**src/rtl/spi_pkg.sv**
```systemverilog
// Shared SPI definitions: controller state encoding and the CPOL/CPHA mode word.
package spi_pkg;

    typedef enum logic [2:0] {
        ST_IDLE,
        ST_SETUP,
        ST_XFER,
        ST_HOLD,
        ST_DONE
    } spi_state_t;

    // Mode number is {cpol, cpha}, matching the usual SPI mode 0..3 numbering.
    typedef enum logic [1:0] {
        MODE0 = 2'b00,
        MODE1 = 2'b01,
        MODE2 = 2'b10,
        MODE3 = 2'b11
    } spi_mode_t;

    function automatic spi_mode_t make_mode(input logic cpol, input logic cpha);
        return spi_mode_t'({cpol, cpha});
    endfunction

    function automatic logic mode_cpol(input spi_mode_t m);
        return m[1];
    endfunction

    function automatic logic mode_cpha(input spi_mode_t m);
        return m[0];
    endfunction

endpackage

```
**src/rtl/spi_clk_gen.sv**
```systemverilog
// SCLK divider: times each CLK_DIV half-period of a frame and flags the
// leading/trailing SCLK edges; sclk itself is cpol XOR the toggle phase.
module spi_clk_gen
    import spi_pkg::*;
#(
    parameter int DATA_W  = 16,
    parameter int CLK_DIV = 4
) (
    input  logic clk,
    input  logic rst,
    input  logic active,
    input  logic cpol,
    output logic sclk,
    output logic tick,
    output logic last_half,
    output logic lead_stb,
    output logic trail_stb
);

    localparam int DIV_W  = (CLK_DIV > 1) ? $clog2(CLK_DIV) : 1;
    localparam int HALF_W = $clog2(2 * DATA_W + 3);
    localparam logic [DIV_W-1:0]  DIV_LAST = DIV_W'(CLK_DIV - 1);
    localparam logic [HALF_W-1:0] N_EDGES  = HALF_W'(2 * DATA_W);

    logic [DIV_W-1:0]  div_cnt_reg;
    logic [HALF_W-1:0] half_cnt_reg;
    logic              phase_reg;
    logic              edge_stb;

    // half_cnt is 0 in SETUP, 1..2*DATA_W in XFER and 2*DATA_W+1 in HOLD;
    // an edge closes every half-period from SETUP up to the last-but-one of XFER.
    assign tick      = active && (div_cnt_reg == DIV_LAST);
    assign edge_stb  = tick && (half_cnt_reg < N_EDGES);
    assign lead_stb  = edge_stb && !half_cnt_reg[0];
    assign trail_stb = edge_stb && half_cnt_reg[0];
    assign last_half = (half_cnt_reg == N_EDGES);
    assign sclk      = cpol ^ phase_reg;

    always_ff @(posedge clk) begin
        if (rst || !active) begin
            div_cnt_reg  <= '0;
            half_cnt_reg <= '0;
            phase_reg    <= 1'b0;
        end else if (tick) begin
            div_cnt_reg  <= '0;
            half_cnt_reg <= half_cnt_reg + 1'b1;
            if (edge_stb) begin
                phase_reg <= ~phase_reg;
            end
        end else begin
            div_cnt_reg <= div_cnt_reg + 1'b1;
        end
    end

endmodule

```
**src/rtl/spi_master_multi.sv**
```systemverilog
// Multi-slave SPI master: per-frame CPOL/CPHA, MSB-first, one frame at a time
// to the slave picked by slave_sel.
module spi_master_multi
    import spi_pkg::*;
#(
    parameter int DATA_W   = 16,
    parameter int N_SLAVES = 3,
    parameter int CLK_DIV  = 4,
    localparam int SEL_W   = (N_SLAVES > 1) ? $clog2(N_SLAVES) : 1
) (
    input  logic              clk,
    input  logic              rst,
    input  logic              start,
    input  logic [SEL_W-1:0]  slave_sel,
    input  logic              cpol,
    input  logic              cpha,
    input  logic [DATA_W-1:0] tx_data,
    input  logic [N_SLAVES-1:0] miso,
    output logic              sclk,
    output logic              mosi,
    output logic [N_SLAVES-1:0] cs_n,
    output logic              busy,
    output logic              done,
    output logic [DATA_W-1:0] rx_data
);

    localparam logic [SEL_W:0] N_SEL = (SEL_W + 1)'(N_SLAVES);

    spi_state_t          state_reg, state_next;
    spi_mode_t           mode_reg;
    logic [SEL_W-1:0]    sel_reg;
    logic [DATA_W-1:0]   tx_sr_reg;
    logic [DATA_W-1:0]   rx_sr_reg;
    logic [DATA_W-1:0]   rx_data_reg;
    logic                mosi_reg;
    logic [N_SLAVES-1:0] sel_onehot;
    logic                frame_active;
    logic                accept;
    logic                miso_bit;
    logic                tick, last_half, lead_stb, trail_stb;
    logic                sample_stb, shift_stb;

    assign accept       = (state_reg == ST_IDLE) && start && ({1'b0, slave_sel} < N_SEL);
    assign frame_active = (state_reg == ST_SETUP) || (state_reg == ST_XFER) || (state_reg == ST_HOLD);

    for (genvar gi = 0; gi < N_SLAVES; gi++) begin : g_cs
        assign sel_onehot[gi] = frame_active && (sel_reg == SEL_W'(gi));
        assign cs_n[gi]       = ~sel_onehot[gi];
    end

    // Only the selected lane can be non-zero after masking, so OR-reduce picks it.
    assign miso_bit   = |(miso & sel_onehot);
    assign sample_stb = mode_cpha(mode_reg) ? trail_stb : lead_stb;
    assign shift_stb  = mode_cpha(mode_reg) ? lead_stb : trail_stb;

    spi_clk_gen #(
        .DATA_W  (DATA_W),
        .CLK_DIV (CLK_DIV)
    ) u_clk_gen (
        .clk       (clk),
        .rst       (rst),
        .active    (frame_active),
        .cpol      (mode_cpol(mode_reg)),
        .sclk      (sclk),
        .tick      (tick),
        .last_half (last_half),
        .lead_stb  (lead_stb),
        .trail_stb (trail_stb)
    );

    always_ff @(posedge clk) begin
        if (rst) begin
            state_reg <= ST_IDLE;
        end else begin
            state_reg <= state_next;
        end
    end

    always_comb begin
        state_next = state_reg;
        case (state_reg)
            ST_IDLE:  if (accept) state_next = ST_SETUP;
            ST_SETUP: if (tick) state_next = ST_XFER;
            ST_XFER:  if (tick && last_half) state_next = ST_HOLD;
            ST_HOLD:  if (tick) state_next = ST_DONE;
            ST_DONE:  state_next = ST_IDLE;
            default:  state_next = ST_IDLE;
        endcase
    end

    always_ff @(posedge clk) begin
        if (rst) begin
            mode_reg    <= MODE0;
            sel_reg     <= '0;
            tx_sr_reg   <= '0;
            rx_sr_reg   <= '0;
            rx_data_reg <= '0;
            mosi_reg    <= 1'b0;
        end else begin
            if (accept) begin
                mode_reg  <= make_mode(cpol, cpha);
                sel_reg   <= slave_sel;
                rx_sr_reg <= '0;
                // CPHA=0 puts the MSB on the wire before the first edge; CPHA=1 waits for it.
                if (cpha) begin
                    tx_sr_reg <= tx_data;
                    mosi_reg  <= 1'b0;
                end else begin
                    tx_sr_reg <= tx_data << 1;
                    mosi_reg  <= tx_data[DATA_W-1];
                end
            end else if (state_reg == ST_DONE) begin
                mosi_reg <= 1'b0;
            end else if (shift_stb) begin
                mosi_reg  <= tx_sr_reg[DATA_W-1];
                tx_sr_reg <= {tx_sr_reg[DATA_W-2:0], 1'b0};
            end
            if (sample_stb) begin
                rx_sr_reg <= {rx_sr_reg[DATA_W-2:0], miso_bit};
            end
            if ((state_reg == ST_HOLD) && tick) begin
                rx_data_reg <= rx_sr_reg;
            end
        end
    end

    assign mosi    = mosi_reg;
    assign busy    = (state_reg != ST_IDLE);
    assign done    = (state_reg == ST_DONE);
    assign rx_data = rx_data_reg;

endmodule

```
**config.mk**
```make
export PLATFORM = sky130hd
export DESIGN_NAME = spi_master_multi
export DESIGN_NICKNAME = d
export VERILOG_FILES = /design/src/rtl/spi_pkg.sv /design/src/rtl/spi_clk_gen.sv /design/src/rtl/spi_master_multi.sv
export SDC_FILE = /design/constraint.sdc
export NUM_CORES = 1
export LEC_CHECK = 0
export ABC_CLOCK_PERIOD_IN_PS = 2630
export CAP_MARGIN = 25
export CORE_MARGIN = 2
export CORE_UTILIZATION = 41
export DETAILED_ROUTE_END_ITERATION = 7
export SYNTH_ARGS = -nofsm -noshare
export SYNTH_HDL_FRONTEND = slang
export SYNTH_HIERARCHICAL = 1
export SYNTH_SLANG_ARGS = --single-unit
```
**constraint.sdc**
```tcl
create_clock -name clk -period 2.63 [get_ports clk]
set_input_delay 0.6575 -clock clk [delete_from_list [all_inputs] [get_ports clk]]
set_output_delay 0.6575 -clock clk [all_outputs]
set_load 0.005 [all_outputs]
```
**Yosys cells after proc, flatten, opt, wreduce, memory -nomap -nowiden**

Cells that the tools add are included.

- $add $sub $neg: 2
- Magnitude comparators: 2
- Equality and inequality tests: 13
- Muxes and demuxes: 17
- Bitwise operators: 6
- Reductions and logical operators: 27

Operator list:

| operator | count |
|---|---|
| $mux 16 | 6 |
| $mux 3 | 4 |
| $pmux 3 s4 | 1 |
| $logic_and 1x1->1 | 11 |
| $add 6x1->6 const B | 1 |
| $eq 3x2->1 const B | 2 |
| $eq 6x6->1 const B | 1 |
| $lt 6x6->1 const B | 1 |
| $mux 1 | 6 |
| $ne 2x2->1 const B | 3 |
| $reduce_bool 3->1 | 2 |
| $eq 2x2->1 const B | 2 |
| $ne 2x1->1 const B | 2 |
| $not 1->1 | 4 |
| $reduce_and 2->1 | 2 |
| $reduce_and 4->1 | 1 |
| $reduce_bool 2->1 | 2 |
| $and 3x3->3 | 1 |
| $eq 3x1->1 const B | 1 |
| $eq 3x3->1 const B | 1 |
| $logic_not 3->1 | 1 |
| $logic_or 1x1->1 | 3 |
| $reduce_or 3->1 | 1 |
| $add 2x1->2 const B | 1 |
| other kinds (6) | 7 |

- Register bits: 65
- Word-level logic and storage cells: 77

**Longest topological paths before layout**

Gate-level depths: netlist of the first run.

- Depth in word-level cells: 10
- Depth in mapped cells: 11
- Gate-level depth less buffers: 9

**Modules after synthesis**

The synthesis of the first run kept the hierarchy.

Modules (own cells, without submodules):

| module | instances | cells an instance | area each (um^2) | seq. area each (um^2) |
|---|---|---|---|---|
| spi_master_multi | 1 | 303 | 2489.9 | 1121.1 |
| spi_clk_gen | 1 | 49 | 440.4 | 180.2 |

**Worst setup path before layout of the first run**

OpenSTA, ideal clock, no wires.

- Path kind: register to register
- Start point: register state_reg[1]
- End point: register tx_sr_reg[15]
- Setup time: 0.091 ns
- Data arrival time: 2.214 ns
- Slack: 0.325 ns
- Stages on the path, launching flop included: 11
- Buffers on the path: 2
- Period minus slack after synthesis: 2.305 ns
- Path through: dfxtp_1 > clkbuf_1 > nor2_1 > or2_2 > inv_1 > nand2_2 > nor3_1 > mux2_2 > clkbuf_1 > nand3_1 > a311oi_1

- Longest elaborated chain between the ends: 9

Ends and longest elaborated chain:

| element | line | RTL |
|---|---|---|
| start: declaration | spi_master_multi.sv:29 | `spi_state_t state_reg, state_next;` |
| start signal: assignment | spi_master_multi.sv:75 | `state_reg <= state_next;` |
| $eq 3x1->1 or $eq 3x2->1 (tied branches) | spi_master_multi.sv:44 | `assign frame_active = (state_reg == ST_SETUP) \|\| (state_reg == ST_XFER) \|\| (state_reg == ST_HOLD);` |
| $logic_or 1x1->1 | spi_master_multi.sv:44 |  |
| $logic_or 1x1->1 * | spi_master_multi.sv:44 |  |
| via frame_active | spi_master_multi.sv:37 | `logic frame_active;` |
| $logic_and 1x1->1 * | spi_clk_gen.sv:32 | `assign tick = active && (div_cnt_reg == DIV_LAST);` |
| $logic_and 1x1->1 * | spi_clk_gen.sv:33 | `assign edge_stb = tick && (half_cnt_reg < N_EDGES);` |
| $logic_and 1x1->1 * | spi_clk_gen.sv:35 | `assign trail_stb = edge_stb && half_cnt_reg[0];` |
| via trail_stb | spi_master_multi.sv:40 | `logic tick, last_half, lead_stb, trail_stb;` |
| $mux 1 * | spi_master_multi.sv:54 | `assign shift_stb = mode_cpha(mode_reg) ? lead_stb : trail_stb;` |
| $reduce_bool 2->1 (no line) * | n/a |  |
| $reduce_and 2->1 (no line) * | n/a |  |
| end signal: assignment | spi_master_multi.sv:106 | `tx_sr_reg <= tx_data;` |
| end signal: assignment | spi_master_multi.sv:109 | `tx_sr_reg <= tx_data << 1;` |
| end signal: assignment | spi_master_multi.sv:116 | `tx_sr_reg <= {tx_sr_reg[DATA_W-2:0], 1'b0};` |
| end: declaration | spi_master_multi.sv:32 | `logic [DATA_W-1:0] tx_sr_reg;` |

The timed path passes the listed nets; every way through them passes the cells marked *.
A chain may end at the register's enable or synchronous reset.

**Worst setup path after layout of the first run**

- Start point: register state_reg[2]
- End point: output port cs_n[0]

- Longest elaborated chain between the ends: 5

Ends and longest elaborated chain:

| element | line | RTL |
|---|---|---|
| $eq 3x1->1 or $eq 3x2->1 (tied branches) | spi_master_multi.sv:44 |  |
| $logic_or 1x1->1 | spi_master_multi.sv:44 |  |
| $logic_or 1x1->1 * | spi_master_multi.sv:44 |  |
| $logic_and 1x1->1 * | spi_master_multi.sv:47 | `assign sel_onehot[gi] = frame_active && (sel_reg == SEL_W'(gi));` |
| $not 1->1 * | spi_master_multi.sv:48 | `assign cs_n[gi] = ~sel_onehot[gi];` |
| end: declaration | spi_master_multi.sv:21 | `output logic [N_SLAVES-1:0] cs_n,` |

Mark *: on every way between the ends. The rest lies on a longest branch, timed or not.

==> impl_metrics.tcl, run 1 <==
set metrics [dict create \
    critical-path-max-stage-delay_ns 0.45 \
    setup_viol 0 \
    drive_gt1_share_pct 11.1 \
    io_buffers 48 \
    required_ns 1.97 \
    routedWlPerCell_um 12.8 \
    switching_share_pct 24.3 \
    synthDistinctLibCells 41 \
    num_vias 2539 \
    switching_power_w 0.000509 \
    clock-skew-final_ns 0.00987 \
    place_hpwl_um 4240 \
    max_cap_viol_count 0 \
    cts_tree "done" \
    ios 49 \
    p_total_w 0.00210 \
    drv_slew 0 \
    crit_family "simple AND/OR/NAND/NOR gates" \
    ys_seq_elements 65 \
    yosysSeqAreaShare_pct 44.4 \
    grtUsageMet2_pct 27.3 \
    cts_buffers 9 \
    cts.sinks 65 \
    reg2reg_depth 9 \
    intPower_w 0.00159 \
    rows 30 \
    postCtsHoldBufs 0 \
    die_w_um 88.5 \
    finalHoldViolCount 0 \
    hold_depth 1 \
    post-route-period-util_pct 93.8 \
    busiest_layer "met2" \
    post_cts_buffers 0 \
    wirelength_um 6430 \
    clk_pin_slew_ns 0.07 \
    r2r_start "state_reg[2]" \
    dp.cells 487 \
    start_kind "flip-flop" \
    synth_edf_count 0 \
    antenna_left 0 \
    grt_overflow_total 0 \
    cts_resized 0 \
    drt-initial-drc-count 100 \
    n_antenna_cell 0 \
    synth_warnings 6 \
    initial_utilization_pct 42.7 \
    p_per_area_mw_per_mm2 560 \
    insertion_delay_ns 0.34 \
    critical_path.cell_chain "or2_2, or3_1, clkdlybuf4s50_1" \
    fin_nets 431 \
    crit_arrival_ns 1.81 \
    track_usage_pct 17.7 \
    first_pass_iters 4 \
    p_leak_nw 1.41 \
    timing.reg2reg.setup_slack_ns 0.40 \
    p_comb_share_pct 10.2 \
    antenna_found_initial 0 \
    grt_pass1_wl_um 10900 \
    ir_worst_vdd_uv 248 \
    async_reset_ff_share_pct 0 \
    power_frac_seq_pct 49.2 \
    drc 0 \
    vias_per_cell 5.05 \
    cts_buffer_depth 2 \
    final_cell_mix "75 x nand2_1, 65 x dfxtp_1, 53 x a21oi_1" \
    hp-class "flip-flop to flip-flop" \
    critPathKind "flip-flop to primary output" \
    root_buffer "clkbuf_8" \
    path_buf_inv 1 \
    synth_cells 352 \
    grt_max_degree 38 \
    r2r_end "mosi" \
    core-area_mm2 0.00687 \
    status "finished, final reports clean" \
    timing.setup.tns_ns 0 \
    syn_avg_cell_area_um2 8.32 \
    dieArea_mm2 0.00784 \
    synth_nets 381 \
    die_y_um 88.5 \
    cp_max_fo 7 \
    grt_use_met3_pct 4.66 \
    grt_pass1_vias 2373 \
    min_to "u_clk_gen/div_cnt_reg[0]" \
    htree_levels 3 \
    layout.cells.non_filler 503 \
    synth_area_mm2 0.00293 \
    min_from "u_clk_gen/div_cnt_reg[0]" \
    final_common_cell "nand2_1" \
    synth_ff_type "dfxtp_1" \
    pwr-share-clk_pct 40.6 \
    slew_headroom_pct 73.0 \
    period_minus_slack_ns 2.47 \
    clock.fmax_ghz 0.406 \
    gp_congestion 0.733 \
    grt_util_met1_pct 24.1 \
    slowest_stage "clkdlybuf4s50_1" \
    rsz0062_at_grt "no" \
    end_kind "primary output" \
    syn_to_final_growth_pct 28.0 \
    tightestPinTransition_ns 0.404 \
]
## per-stage QoR
stage	util (%)	area [um2]	hold WS (ns)	setup slack, ns
3_3_place_gp	51.6	3550	0.413	0.305
2_1_floorplan	-	2930	0.404	0.325
4_1_cts	54.6	3750	0.434	0.133
5_1_grt	54.6	3750	0.464	0.0775
3_5_place_dp	51.6	3550	0.424	0.237
6_report	54.6	3750	0.426	0.164
## how the worst max path moves through the flow
stage / slack, ns / startpoint / cells after the start / to
finish: 0.16 / state_reg[2] / 3 / cs_n[0]
global route: 0.08 / state_reg[2] / 3 / cs_n[0]
CTS: 0.13 / state_reg[2] / 3 / cs_n[0]
detailed placement: 0.24 / start / 6 / state_reg[0]
global placement: 0.30 / start / 6 / state_reg[0]
floorplan: 0.32 / state_reg[1] / 10 / tx_sr_reg[15]
## layout make-up
| class | instances | area [um2] |
|---|---|---|
| multi-input combinational | 256 | 1480 |
| inverter | 6 | 22.5 |
| clock inverter | 6 | 66.3 |
| fill | 645 | 3120 |
| clock buffer | 10 | 138 |
| tap | 96 | 120 |
| timing repair buffer | 64 | 621 |
| sequential | 65 | 1300 |
## per-layer routing
metal / wire length [um] / vias up
met5: 0 / -
met3: 198 / 7
met2: 2880 / 42
met1: 3270 / 1159
li1: - / 1331
met4: 77 / 0
## Yosys cell counts, types with 2 or more instances
| cell type | n | share of area [%] |
|---|---|---|
| buf_6 | 3 | 1.2 |
| a22o_1 | 13 | 3.9 |
| dfxtp_1 | 65 | 44 |
| or3_1 | 5 | 1.1 |
| nor2b_1 | 3 | 0.64 |
| inv_1 | 6 | 0.77 |
| nand2_1 | 75 | 9.6 |
| nor4_1 | 2 | 0.43 |
| mux2_2 | 3 | 1.2 |
| o21a_1 | 2 | 0.51 |
| mux2i_1 | 16 | 5.5 |
| a21oi_1 | 53 | 9.1 |
| buf_2 | 7 | 1.2 |
| a311oi_1 | 2 | 0.60 |
| a211oi_1 | 2 | 0.51 |
| nor2_1 | 9 | 1.2 |
| xor2_1 | 3 | 0.90 |
| clkbuf_1 | 15 | 1.9 |
| nor3_1 | 6 | 1.0 |
| nand3_1 | 34 | 5.8 |
| nand3b_1 | 2 | 0.51 |
| a21o_1 | 2 | 0.51 |
| ha_1 | 3 | 1.3 |
| o21ai_0 | 4 | 0.68 |
## power by group through the flow
stage	Sequential, W	Combinational (W)	Clock (W)
6_report	0.00103	0.000214	0.000853
5_1_grt	0.00103	0.000236	0.000929
3_5_place_dp	0.00105	0.000215	0
3_3_place_gp	0.00105	0.000213	0
2_1_floorplan	0.00105	0.000126	0
4_1_cts	0.00103	0.000217	0.000883
## kinds of logic (layout without fill, tap and decap cells)
family	Yosys count	count (layout)	synth area share, %
adders and majority gates	3	3	1.28
DFF	65	65	44.4
xor gates and xnor gates	4	4	1.20
and+or+nand+nor	148	148	24.0
AOI/OAI and AO/OA	82	82	17.4
buffers and inverters	31	86	5.04
muxes	19	19	6.62
Power figures use the tool's default switching activity.
==> run 2, diff against run 1 <==
- SLEW_MARGIN: not set -> 20
==> results of run 2 <==
The final DEF is identical to that of run 1; final timing and power are the same.
